===== src/rtl/adc_scan_scheduler.sv =====
`default_nettype none
// ============================================================================
// Module      : adc_scan_scheduler
// Description : Round-robin channel scheduler for a framed 8-channel ADC,
//               tagging each returned result with its channel.
// Revision    : 1.0
// ============================================================================
module adc_scan_scheduler #(
  parameter int LATENCY = 2,
  parameter int NCHAN   = 8
) (
  input  logic                     clk,
  input  logic                     reset,
  input  logic [NCHAN-1:0]         enable_mask,
  input  logic                     start,
  input  logic                     continuous,
  input  logic                     adc_convst,
  input  logic signed [11:0]       adc_result,
  output logic [$clog2(NCHAN)-1:0] chan,
  output logic                     sample_valid,
  output logic [$clog2(NCHAN)-1:0] sample_chan,
  output logic signed [11:0]       sample_data,
  input  logic [$clog2(NCHAN)-1:0] rd_chan,
  output logic signed [11:0]       rd_data,
  output logic                     rd_valid,
  output logic                     busy,
  output logic                     sweep_done
);

  localparam int CW = $clog2(NCHAN);

  typedef enum logic [1:0] {
    S_IDLE  = 2'd0,
    S_RUN   = 2'd1,
    S_DRAIN = 2'd2
  } state_t;

  state_t               r_state;
  logic                 r_convst_q;
  logic [NCHAN-1:0]     r_smask;
  logic [CW-1:0]        r_chan;
  logic [LATENCY-1:0]   r_pv;
  logic [LATENCY-1:0]   r_pl;
  logic [CW-1:0]        r_pc [LATENCY];
  logic signed [11:0]   r_mem [NCHAN];
  logic [NCHAN-1:0]     r_wvalid;
  logic                 r_sample_valid;
  logic [CW-1:0]        r_sample_chan;
  logic signed [11:0]   r_sample_data;
  logic signed [11:0]   r_rd_data;
  logic                 r_rd_valid;
  logic                 r_busy;
  logic                 r_sweep_done;

  logic                 w_tick;
  logic                 w_issue;
  logic                 w_last;
  logic                 w_pipe_empty_after;

  function automatic logic [CW-1:0] f_lowest(input logic [NCHAN-1:0] m);
    f_lowest = '0;
    for (int i = NCHAN - 1; i >= 0; i--)
      if (m[i]) f_lowest = CW'(i);
  endfunction

  function automatic logic [CW-1:0] f_highest(input logic [NCHAN-1:0] m);
    f_highest = '0;
    for (int i = 0; i < NCHAN; i++)
      if (m[i]) f_highest = CW'(i);
  endfunction

  function automatic logic [CW-1:0] f_next_above(input logic [NCHAN-1:0] m,
                                                 input logic [CW-1:0]    c);
    f_next_above = c;
    for (int i = NCHAN - 1; i >= 0; i--)
      if (m[i] && (i > int'(c))) f_next_above = CW'(i);
  endfunction

  assign w_tick  = adc_convst & ~r_convst_q;
  assign w_issue = (r_state == S_RUN);
  assign w_last  = (r_chan == f_highest(r_smask));

  // After a shift, stage 0 takes an invalid tag outside RUN, so only the
  // older stages that move up can keep the pipe occupied.
  always_comb begin
    w_pipe_empty_after = 1'b1;
    for (int i = 0; i < LATENCY - 1; i++)
      if (r_pv[i]) w_pipe_empty_after = 1'b0;
  end

  always_ff @(posedge clk) begin
    if (reset) begin
      r_state        <= S_IDLE;
      r_convst_q     <= 1'b0;
      r_smask        <= '0;
      r_chan         <= '0;
      r_pv           <= '0;
      r_pl           <= '0;
      for (int i = 0; i < LATENCY; i++) r_pc[i] <= '0;
      for (int i = 0; i < NCHAN; i++) r_mem[i] <= '0;
      r_wvalid       <= '0;
      r_sample_valid <= 1'b0;
      r_sample_chan  <= '0;
      r_sample_data  <= '0;
      r_rd_data      <= '0;
      r_rd_valid     <= 1'b0;
      r_busy         <= 1'b0;
      r_sweep_done   <= 1'b0;
    end else begin
      r_convst_q     <= adc_convst;
      r_sample_valid <= 1'b0;
      r_sweep_done   <= 1'b0;
      r_rd_data      <= r_mem[rd_chan];
      r_rd_valid     <= r_wvalid[rd_chan];

      if (w_tick) begin
        r_pv[0] <= w_issue;
        r_pl[0] <= w_issue & w_last;
        r_pc[0] <= r_chan;
        for (int i = 1; i < LATENCY; i++) begin
          r_pv[i] <= r_pv[i-1];
          r_pl[i] <= r_pl[i-1];
          r_pc[i] <= r_pc[i-1];
        end
        if (r_pv[LATENCY-1]) begin
          r_mem[r_pc[LATENCY-1]]    <= adc_result;
          r_wvalid[r_pc[LATENCY-1]] <= 1'b1;
          r_sample_valid            <= 1'b1;
          r_sample_chan             <= r_pc[LATENCY-1];
          r_sample_data             <= adc_result;
          r_sweep_done              <= r_pl[LATENCY-1];
        end
      end

      case (r_state)
        S_IDLE: begin
          if ((start || continuous) && (|enable_mask)) begin
            r_smask <= enable_mask;
            r_chan  <= f_lowest(enable_mask);
            r_busy  <= 1'b1;
            r_state <= S_RUN;
          end
        end
        S_RUN: begin
          if (w_tick) begin
            if (!w_last) begin
              r_chan <= f_next_above(r_smask, r_chan);
            end else if (continuous && (|enable_mask)) begin
              r_smask <= enable_mask;
              r_chan  <= f_lowest(enable_mask);
            end else begin
              r_chan <= f_lowest(r_smask);
              if (!continuous) r_state <= S_DRAIN;
            end
          end
        end
        S_DRAIN: begin
          if (w_tick && w_pipe_empty_after) begin
            r_busy  <= 1'b0;
            r_state <= S_IDLE;
          end
        end
        default: begin
          r_busy  <= 1'b0;
          r_state <= S_IDLE;
        end
      endcase
    end
  end

  assign chan         = r_chan;
  assign sample_valid = r_sample_valid;
  assign sample_chan  = r_sample_chan;
  assign sample_data  = r_sample_data;
  assign rd_data      = r_rd_data;
  assign rd_valid     = r_rd_valid;
  assign busy         = r_busy;
  assign sweep_done   = r_sweep_done;

endmodule
`default_nettype wire


===== config.mk =====
export PLATFORM = sky130hd
export DESIGN_NAME = adc_scan_scheduler
export DESIGN_NICKNAME = d
export VERILOG_FILES = /design/src/rtl/adc_scan_scheduler.sv
export SDC_FILE = /design/constraint.sdc
export NUM_CORES = 1
export LEC_CHECK = 0
export CORE_ASPECT_RATIO = 1.25
export CORE_MARGIN = 8
export CORE_UTILIZATION = 45
export CTS_CLUSTER_SIZE = 28
export DETAILED_ROUTE_END_ITERATION = 10
export GPL_TIMING_DRIVEN = 0
export HOLD_SLACK_MARGIN = 0.1
export PLACE_DENSITY_LB_ADDON = 0.08
export SLEW_MARGIN = 15
export SYNTH_ARGS = -nofsm -noshare
export SYNTH_HDL_FRONTEND = slang
export SYNTH_SLANG_ARGS = --single-unit

===== constraint.sdc =====
create_clock -name clk -period 3.8 [get_ports clk]
set_input_delay 0.76 -clock clk [delete_from_list [all_inputs] [get_ports clk]]
set_output_delay 0.76 -clock clk [all_outputs]
set_load 0.01 [all_outputs]

# Word level (Yosys, flattened, before mapping)
# Memory sizes are Yosys's and may differ from the RTL's. A register that Yosys moved wholly into a read port is not among the register bits.
# Cells that the tools add are included.
# totals
out_inout_bits	34
mem_count	2
ramBits	102
reg_bits	45
in_bits	28
wordCells	136
# memory_table
name	words	word_bits	rd	rd_clocked_by_memory_dff	write_ports	line_no	rtl
r_mem	8	12	1	1	8	45	logic signed [11:0] r_mem [NCHAN];
r_pc	2	3	2	0	2	44	logic [CW-1:0] r_pc [LATENCY];
# op_classes
n_eq_ne	11
n_mux	69
bitwise	9
n_lt_le_gt_ge	10
reduce_logical	22
# op_table
op	n
3-bit two-way mux	36
8-bit two-way mux	4
1-bit two-way mux	16
8-bit case mux with 2 select lines	1
3-bit > comparator (first input constant)	4
12-bit two-way mux	1
2-bit two-way mux	6
12-bit OR reduction	1
1-bit logical AND	11
2-bit inequality test (second input constant)	5
9-bit by 1-bit inequality test with 1-bit output (second input constant)	1
3-bit by 4-bit less-than comparator with 1-bit output (second input constant)	2
8-bit OR	1
8-bit OR reduction	1
2-bit by 3-bit > comparator with 1-bit output (first input constant)	2
2-bit case mux with 3 select lines	1
3-bit case mux with 2 select lines	1
6-bit AND reduction	1
5-bit AND reduction	1
2-bit by 1-bit inequality test with 1-bit output (second input constant)	2
1-bit NOT	4
4-bit AND reduction	1
1-bit binary-select mux with 3-bit select	1
1-bit demux with 3-bit select	1
other kinds (14)	16

# Depth between registers and ports, before layout
# Gate-level depths: netlist of the first run.
# logic_depth
word_depth	12
mapped_depth	8
depth_no_buf	6

# Least setup slack after synthesis of the first run
# Ideal clock, no wire load.
# synth_timing
path_kind	in2reg
startpoint	input reset
endpoint	memory r_mem[4][0] (enable)
setup_ns	0.398
path_buffers	1
arrival_time_ns	2.286
required_ns	3.402
path_slack_ns	1.116
stages	5
path_cell_list	clkbuf_1 -> nor2b_1 -> and3b_1 -> nand2b_1 -> o21ai_0
# synth_lines
item	line_no	rtl
start, declared	13	input logic reset,
end, declared	45	

==> results.txt, run 1 <==
Status: completed
# H-tree levels: 4
All-Layer GR Usage: 18.0%
Highest-count cells in the layout ignoring fill and taps: 102 x edfxtp_1, 99 x and2_1, 61 x nand2_1
Seq/Total Area, Yosys: 60.2%
Starting Density: 45.4%
Die Area: 0.0198 sq mm
Layout area overhead: 22.0%
Unique masters post-synth: 53
MaxCap Viol Count: 0
I/O pins: 62
Number of DRC markers in iteration 0: 276
Netlist Area Pre-Place: 0.00698 sq mm
IO Port Bufs: 57
CP max-delay cell: nor3_1
Max rail drop VDD: 0.000274 V
Final antenna-violating net count: 0
Clock root buffer: clkbuf_16
Avg Inst Size Synth: 12.4 sq um
Design area: 0.00852 sq mm
CTS tree: done
Synth warn: 0
Via Count: 4,570
Dpl hpwl: 12,200 microns
Cell Rows: 51
Layout cell share with drive strength beyond 1: 12.5%
Vias/cell: 5.26
First-pass GRT wire length: 26,400 microns
Ant. Diodes: 0
Sink Count: 159
Post-CTS setup repair buffer count: 0
Largest net degree at the start of global routing: 17
Die X: 127 microns
# setup viols final: 0
CTS clock-pin slew for the worst setup and hold paths: 0.06 ns
Synth Instances: 564
Grt ovf: 0
Tot Pwr: 0.00417 W
Tightest Pin Transition: 0.941 ns
Worst setup EP type: flip-flop
CP Class: input port to flip-flop
RSZ-0062 raised after global routing: no
Hold Crit Class: flip-flop to flip-flop
CP startpoint kind: input port
Crit path largest cell delay: 0.60 ns
DRT Pass-1 Iters: 4
Clock Path Buffers: 2
Fin crit share: 79.0%
Initial antenna violation count: 0
Final hold violation count: 0
Fin Clk Skew: 0.0134 ns
Fin nets: 672
Required @ worst endpoint: 4.09 ns
Flops & latches, synth: 159
Die Ht: 155 microns
Drt drc: 0
Min Hold Slack: 0.448 ns
Finished Core Util: 55.4%
Wire length per cell: 19.9 microns
Core Area: 0.0154 sq mm
Placer congestion estimate: 0.872
Leading cell type in the layout, fill and taps excluded: edfxtp_1
Later-pin clock latency in the skew report: 0.42 ns
Worst path arrival time: 3.29 ns
PD cells: 489 mW/mm^2
Vias in the first global route: 4,722
Fmax: 0.333 GHz
Syn nets: 592
Leak: 3.19 nW
Slew Viols, Final: 0
Dpl cell area: 0.00789 sq mm
Cts hold-fix bufs: 0
Min Tclk post-route: 3.00 ns
Critical Path, Cell by Cell: clkdlybuf4s50_1, nor2b_1, and3b_1, nand2b_1, nor3_1, clkbuf_1, and2_1
CP max FO: 10
Final wirelength: 17,300 microns
Cts bufs inserted: 17
Post-cts resize count: 0
Rel. slew slack: 37.3%
## path summary, 6_finish.rpt
path / start / to / slack, ns / cells after the start
setup / recovery: adc_convst / r_mem[0][5]$_SDFFCE_PN0P_ / 0.80 / 7
hold reg to reg: r_wvalid[1]$_SDFFE_PP0P_ / r_wvalid[1]$_SDFFE_PP0P_ / 0.45 / 1
hold / removal: r_wvalid[1]$_SDFFE_PP0P_ / r_wvalid[1]$_SDFFE_PP0P_ / 0.45 / 1
setup reg to reg: r_pv[1]$_SDFFE_PP0P_ / r_mem[0][5]$_SDFFCE_PN0P_ / 1.46 / 5
## kinds of logic (layout without fill, tap and decap cells)
logic type             after synthesis  after routing  synth area share (%)
AND/OR/NAND/NOR                    235            235                  18.0
flip-flops                         159            159                  60.2
AO/OA/AOI/OAI                       78             78                  7.55
multiplexers                        48             48                  11.5
buffers and inverters               43            136                  2.53
XOR/XNOR                             1              1                 0.125
## cell type report
| class | count | area (sq um) |
|---|---|---|
| timing repair buffer | 61 | 619 |
| tap | 212 | 265 |
| fill | 1308 | 6860 |
| multi-input combinational | 362 | 2620 |
| clock buffer | 25 | 577 |
| sequential | 159 | 4200 |
| buffer | 34 | 143 |
| inverter | 9 | 33.8 |
| clock inverter | 7 | 53.8 |
## stage by stage
stage	setup TNS [ns]	setup slack, ns	cells
after CTS	0	0.766	869
after global routing	0	0.588	869
after floorplan	0	1.12	564
final	0	0.797	869
after detailed placement	0	0.318	837
after global placement	-20.61	-0.392	833
## worst max-delay path: cells and delay by family
kind	cells	cell delay, ns
AND/OR/NAND/NOR	5	1.53
buffers and inverters	2	1.01
## report_power, final
part	switching (W)	internal, W	total, W
clock	0.000694	0.00107	0.00176
sequential	0.0000433	0.00190	0.00195
combinational	0.000255	0.000204	0.000459
## registers in the layout, summed over array words and instances, names as in the netlist
register,count
rd_valid,1
sample_data,12
r_convst_q,1
sweep_done,1
r_smask,8
sample_chan,3
sample_valid,1
r_pv,2
busy,1
r_state,2
r_pc,6
r_wvalid,8
rd_data,12
r_mem,96
r_pl,2
chan,3
## synth_stat cells (all sizes together)
master,number,area (sq um)
or2,4,25.0
a2bb2oi,1,8.76
inv,8,30.0
nor3,6,30.0
nor2b,6,37.5
a21o,9,67.6
and3b,1,8.76
o2111ai,1,8.76
and2b,2,15.0
clkbuf,28,105
a221oi,1,8.76
nand3,2,10.0
nor2,29,109
nand2b,11,68.8
o2bb2ai,1,8.76
o21ba,1,10.0
mux2i,22,220
nand4b,1,8.76
mux4,26,586
o31ai,5,51.3
o22a,1,8.76
a21boi,2,15.0
xnor2,1,8.76
o21a,1,7.51
o211ai,1,7.51
or4,3,22.5
a311oi,3,32.5
or3,2,12.5
o32ai,1,8.76
o21bai,3,22.5
o41ai,1,8.76
nand2,62,240
o21ai,10,50.0
and2,99,619
and3,5,31.3
edfxtp,102,3060
clkinv,1,3.75
a32oi,1,8.76
a21oi,31,155
or4b,2,20.0
a211oi,2,15.0
buf,6,37.5
dfxtp,57,1140
a2111o,2,22.5
## routing by layer
metal	vias to the layer above	routed length (microns)	track usage (%)
met1	2267	6730	19.6
met5	-	0	0
li1	2181	-	-
met3	21	695	3.32
met4	0	308	6.81
met2	101	9570	33.6
Power figures use the tool's default switching activity.
==> inputs of run 2 (changes only) <==
==> constraint.sdc (replaced) <==
create_clock -name clk -period 2.55 [get_ports clk]
set_input_delay 0.51 -clock clk [delete_from_list [all_inputs] [get_ports clk]]
set_output_delay 0.51 -clock clk [all_outputs]
set_load 0.01 [all_outputs]
==> run 2 against run 1 <==
Net effect: non-clock buffer count stayed put; power increased by 49%; largest power group unchanged; cell count unchanged; register-to-register slack worse by 1.1 ns; clock skew fell by 0.0020 ns; critical path depth up 1; sequential power up 49%; core utilization is 0.29 points higher.
==> results.txt, run 2 (synthesis results as in run 1) <==
Number of DRC markers in iteration 0: 262 (was 276)
Initial antenna violation count: 0 (unchanged)
Starting Density: 45.4% (unchanged)
Drt drc: 0 (unchanged)
Worst path arrival time: 2.79 ns (was 3.29 ns)
Die X: 127 microns (unchanged)
Cts hold-fix bufs: 0 (unchanged)
Dpl hpwl: 12,200 microns (unchanged)
Highest-count cells in the layout ignoring fill and taps: 102 x edfxtp_1, 99 x and2_1, 61 x nand2_1 (unchanged)
Final hold violation count: 0 (unchanged)
DRT Pass-1 Iters: 6 (was 4)
Design area: 0.00856 sq mm (was 0.00852 sq mm)
MaxCap Viol Count: 0 (unchanged)
Via Count: 4,584 (was 4,570)
Die Area: 0.0198 sq mm (unchanged)
CP max FO: 8 (was 10)
Vias in the first global route: 4,702 (was 4,722)
Wire length per cell: 19.9 microns (about the same)
Clock Path Buffers: 2 (unchanged)
Slew Viols, Final: 0 (unchanged)
Min Tclk post-route: 2.44 ns
# H-tree levels: 4 (unchanged)
Worst setup EP type: flip-flop (unchanged)
Cell Rows: 51 (unchanged)
Final antenna-violating net count: 0 (unchanged)
Ant. Diodes: 0 (unchanged)
Crit path largest cell delay: 0.56 ns (was 0.60 ns)
CTS clock-pin slew for the worst setup and hold paths: 0.06 ns (about the same)
Tightest Pin Transition: 0.932 ns (was 0.941 ns)
Clock root buffer: clkbuf_16 (unchanged)
Vias/cell: 5.28 (was 5.26)
First-pass GRT wire length: 26,300 microns (was 26,400 microns)
Dpl cell area: 0.00789 sq mm (unchanged)
Largest net degree at the start of global routing: 17 (unchanged)
Reg with most FFs: r_mem (unchanged)
CP max-delay cell: clkdlybuf4s50_1 (was nor3_1)
Fin crit share: 95.6%
# setup viols final: 0 (unchanged)
Leak: 3.22 nW (was 3.19 nW)
Placer congestion estimate: 0.872 (unchanged)
Status: completed (unchanged)
CP startpoint kind: input port (unchanged)
PD cells: 727 mW/mm^2 (was 489 mW/mm^2)
Grt ovf: 0 (unchanged)
Max rail drop VDD: 0.000409 V (was 0.000274 V)
Sink Count: 159 (unchanged)
CP delay by family, top: buffers and inverters (was simple AND/OR/NAND/NOR gates)
Layout area overhead: 22.7% (was 22.0%)
Fin nets: 672 (unchanged)
Die Ht: 155 microns (unchanged)
Finished Core Util: 55.7% (was 55.4%)
Layout cell share with drive strength beyond 1: 13.9% (was 12.5%)
Hold Crit Class: flip-flop to flip-flop (unchanged)
Cts bufs inserted: 17 (unchanged)
Final wirelength: 17,300 microns (about the same)
Max FFs per register: 96 (unchanged)
I/O pins: 62 (unchanged)
Tot Pwr: 0.00623 W (was 0.00417 W)
Fillers: 1,302 (was 1,308)
CTS tree: done (unchanged)
Fin Clk Skew: 0.0114 ns (was 0.0134 ns)
Core Area: 0.0154 sq mm (unchanged)
RSZ-0062 raised after global routing: yes (was no)
Fmax: 0.410 GHz
IO Port Bufs: 57 (unchanged)
All-Layer GR Usage: 18.0% (about the same)
Required @ worst endpoint: 2.90 ns (was 4.09 ns)
Critical Path, Cell by Cell: clkdlybuf4s50_1, or4_1, nor2_1, or2_2, a21oi_1, a21boi_1, buf_4, mux2i_1 (was clkdlybuf4s50_1, nor2b_1, and3b_1, nand2b_1, nor3_1, clkbuf_1, and2_1)
Leading cell type in the layout, fill and taps excluded: edfxtp_1 (unchanged)
Post-CTS setup repair buffer count: 0 (unchanged)
Later-pin clock latency in the skew report: 0.42 ns (about the same)
Min Hold Slack: 0.448 ns (about the same)
Rel. slew slack: 37.9% (was 37.3%)
CP Class: input port to flip-flop (unchanged)
WP buf/inv: 2 (unchanged)
-- run 2: cell counts in the layout (fill, tap and decap cells not counted) --
Identical to the previous run, type by type.
-- run 2: layout make-up --
class	instances	area (sq um)	share of cell area [%]
inverter	9	33.8	0.395
buffer	34	151	1.77
multi-input combinational	362	2660	31.0
sequential	159	4200	49.1
clock buffer	25	577	6.74
clock inverter	7	53.8	0.628
timing repair buffer	61	619	7.23
tap	212	265	3.10
-- run 2: through the flow --
stage | setup TNS, ns | setup WS [ns] | cells
after CTS | 0 | 0.00809 | 869
after detailed placement | -62.21 | -0.682 | 837
after floorplan | 0 | 0.116 | 564
final | 0 | 0.113 | 869
after global routing | -0.137 | -0.0264 | 869
after global placement | -127.26 | -1.39 | 833
-- run 2: where the power goes --
group | leakage [nW] | switching [W] | internal, W | total, W
clock | 0.317 | 0.00105 | 0.00159 | 0.00264
combinational | 1.38 | 0.000380 | 0.000306 | 0.000686
sequential | 1.52 | 0.0000658 | 0.00284 | 0.00290
total | 3.22 | 0.00149 | 0.00473 | 0.00623
-- run 2: repair_timing --
action / CTS / global route
gates resized for setup: 2 / 19
setup endpoints to repair: 43 / 111
hold endpoints to repair: 0 / 0
-- run 2: worst paths after layout --
kind	startpoint	end	slack, ns	cells past startpoint
max	enable_mask[1]	r_smask[5]$_SDFFE_PP0P_	0.11	8
max reg2reg	chan[0]$_SDFFE_PP0P_	r_smask[5]$_SDFFE_PP0P_	0.40	7
min	r_wvalid[1]$_SDFFE_PP0P_	r_wvalid[1]$_SDFFE_PP0P_	0.45	1
min reg2reg	r_wvalid[1]$_SDFFE_PP0P_	r_wvalid[1]$_SDFFE_PP0P_	0.45	1
-- run 2: layer usage --
metal / track usage [%] / up-vias / routed length (microns)
met5: 0 / - / 0
met4: 6.25 / 0 / 275
met3: 3.25 / 22 / 695
met2: 33.8 / 99 / 9510
met1: 19.6 / 2279 / 6820
li1: - / 2184 / -
==> inputs of run 3 (changes only) <==
--- a/config.mk
+++ b/config.mk
@@ -12,6 +12,7 @@
 export DETAILED_ROUTE_END_ITERATION = 10
 export GPL_TIMING_DRIVEN = 0
 export HOLD_SLACK_MARGIN = 0.1
+export MAX_ROUTING_LAYER = met4
 export PLACE_DENSITY_LB_ADDON = 0.08
 export SLEW_MARGIN = 15
 export SYNTH_ARGS = -nofsm -noshare
==> run 3 against run 2 <==
Net effect: final area decreased by 0.72%; routed wire length increased by 0.35%; sequential power about the same; highest routed layer unchanged; clock power decreased by 6%; power decreased by 2.3%.
==> results.txt, run 3 (synthesis results as in run 1) <==
Status: completed (unchanged)
Fmax: 0.414 GHz (was 0.410 GHz)
Worst setup EP type: flip-flop (unchanged)
Ant. Diodes: 0 (unchanged)
CP max-delay cell: clkdlybuf4s50_1 (unchanged)
Worst path arrival time: 2.75 ns (was 2.79 ns)
Design area: 0.00850 sq mm (was 0.00856 sq mm)
Layout area overhead: 21.8% (was 22.7%)
Later-pin clock latency in the skew report: 0.42 ns (about the same)
Critical Path, Cell by Cell: clkdlybuf4s50_1, or4_1, nor2_1, or2_2, a21oi_1, a21boi_1, buf_4, mux2i_1 (unchanged)
CP startpoint kind: input port (unchanged)
Die Area: 0.0198 sq mm (unchanged)
Largest net degree at the start of global routing: 17 (unchanged)
Required @ worst endpoint: 2.89 ns (was 2.90 ns)
Vias/cell: 5.26 (was 5.28)
Fin crit share: 94.6% (was 95.6%)
Gate power share: 11.3% (was 11.0%)
Net Sw Power: 0.00148 W (was 0.00149 W)
Fin cells: 868 (was 869)
Final wirelength: 17,400 microns (was 17,300 microns)
Final hold violation count: 0 (unchanged)
Initial antenna violation count: 0 (unchanged)
RSZ-0062 raised after global routing: yes (unchanged)
Via Count: 4,567 (was 4,584)
Slew Viols, Final: 0 (unchanged)
Fin Clk Skew: 0.00808 ns (was 0.0114 ns)
Number of DRC markers in iteration 0: 353 (was 262)
Placer congestion estimate: 0.871 (was 0.872)
First-pass GRT wire length: 26,700 microns (was 26,300 microns)
Core Area: 0.0154 sq mm (unchanged)
Switching part of the total: 24.3% (was 24.0%)
Leading cell type in the layout, fill and taps excluded: edfxtp_1 (unchanged)
Final antenna-violating net count: 0 (unchanged)
Post-CTS setup repair buffer count: 0 (unchanged)
Internal: 0.00461 W (was 0.00473 W)
Max FFs per register: 96 (unchanged)
Drt drc: 0 (unchanged)
Crit path largest cell delay: 0.56 ns (about the same)
Die Ht: 155 microns (unchanged)
# H-tree levels: 4 (unchanged)
Reg with most FFs: r_mem (unchanged)
All-Layer GR Usage: 18.8% (was 18.0%)
Hold Crit Class: flip-flop to flip-flop (unchanged)
CP max FO: 8 (unchanged)
Flop pwr share: 47.7% (was 46.6%)
Grt ovf: 0 (unchanged)
MaxCap Viol Count: 0 (unchanged)
DRT Pass-1 Iters: 6 (unchanged)
Clock Path Buffers: 2 (unchanged)
CTS tree: done (unchanged)
Cts bufs inserted: 17 (unchanged)
Pre-CTS setup slack: -0.664 ns (was -0.682 ns)
Highest-count cells in the layout ignoring fill and taps: 102 x edfxtp_1, 99 x and2_1, 61 x nand2_1 (unchanged)
Sink Count: 159 (unchanged)
Vias in the first global route: 4,750 (was 4,702)
I/O pins: 62 (unchanged)
Min Tclk post-route: 2.41 ns (was 2.44 ns)
Tightest Pin Transition: 0.940 ns (was 0.932 ns)
CP Class: input port to flip-flop (unchanged)
CTS clock-pin slew for the worst setup and hold paths: 0.06 ns (about the same)
Layout cell share with drive strength beyond 1: 13.9% (about the same)
Clock network power share: 41.0% (was 42.3%)
Max rail drop VDD: 0.000444 V (was 0.000409 V)
PD cells: 715 mW/mm^2 (was 727 mW/mm^2)
Cell Rows: 51 (unchanged)
DP Cell Count: 836 (was 837)
Dpl hpwl: 12,300 microns (was 12,200 microns)
Rel. slew slack: 37.3% (was 37.9%)
IO Port Bufs: 57 (unchanged)
Dpl cell area: 0.00787 sq mm (was 0.00789 sq mm)
Cts hold-fix bufs: 0 (unchanged)
# setup viols final: 0 (unchanged)
Leak: 3.20 nW (was 3.22 nW)
Fin nets: 671 (was 672)
Setup WS post-layout: 0.137 ns (was 0.113 ns)
Wire length per cell: 20.0 microns (was 19.9 microns)
Starting Density: 45.4% (unchanged)
Die X: 127 microns (unchanged)
Clock root buffer: clkbuf_16 (unchanged)
==> run 3: worst paths after layout <==
kind	from	to	slack (ns)	cells after the start
setup reg to reg	chan[0]$_SDFFE_PP0P_	r_smask[6]$_SDFFE_PP0P_	0.37	7
setup / recovery	enable_mask[1]	r_smask[6]$_SDFFE_PP0P_	0.14	8
hold reg to reg	r_wvalid[2]$_SDFFE_PP0P_	r_wvalid[2]$_SDFFE_PP0P_	0.45	1
hold / removal	r_wvalid[2]$_SDFFE_PP0P_	r_wvalid[2]$_SDFFE_PP0P_	0.45	1
==> run 3: area by class of cell <==
class,instances,area (sq um)
Tap cell,212,265
Multi-Input combinational cell,362,2650
Clock buffer,23,524
Timing Repair Buffer,60,604
Buffer,34,153
Fill cell,1331,6880
Clock inverter,9,65.1
Sequential cell,159,4200
Inverter,9,33.8
==> run 3: worst max-delay path, delay by kind of cell <==
| kind | cells | cell delay, ns |
|---|---|---|
| AOI/OAI and AO/OA | 2 | 0.58 |
| and+or+nand+nor | 3 | 0.64 |
| buffers and inverters | 2 | 0.79 |
| muxes | 1 | 0.22 |
==> run 3: what timing repair did <==
item	CTS	global route
endpoints found under the setup margin	43	102
gates resized for setup	4	16
endpoints found under the hold margin	0	0
==> run 3: per-layer routing <==
metal / GRT usage (%) / part of all wire, %
met3: 4.11 / 3.3
met1: 19.5 / 39
met4: 5.85 / 1.9
met2: 34.7 / 56
met5: - / 0
==> run 3: power groups by stage <==
stage | Clock, W | Combinational [W] | Sequential (W)
floorplan | 0 | 0.000421 | 0.00295
global placement | 0 | 0.000670 | 0.00296
detailed placement | 0 | 0.000685 | 0.00296
CTS | 0.00253 | 0.000687 | 0.00290
global route | 0.00263 | 0.000740 | 0.00292
finish | 0.00249 | 0.000686 | 0.00290
==> run 3: metrics by stage <==
| stage | setup TNS [ns] | utilization (%) | total power [W] | hold WS [ns] |
|---|---|---|---|---|
| floorplan | 0 | - | 0.00337 | 0.421 |
| global placement | -126.51 | 50.8 | 0.00363 | 0.428 |
| detailed placement | -61.57 | 51.2 | 0.00364 | 0.441 |
| CTS | 0 | 55.1 | 0.00613 | 0.455 |
| global route | -0.203 | 55.3 | 0.00628 | 0.471 |
| finish | 0 | 55.3 | 0.00608 | 0.452 |
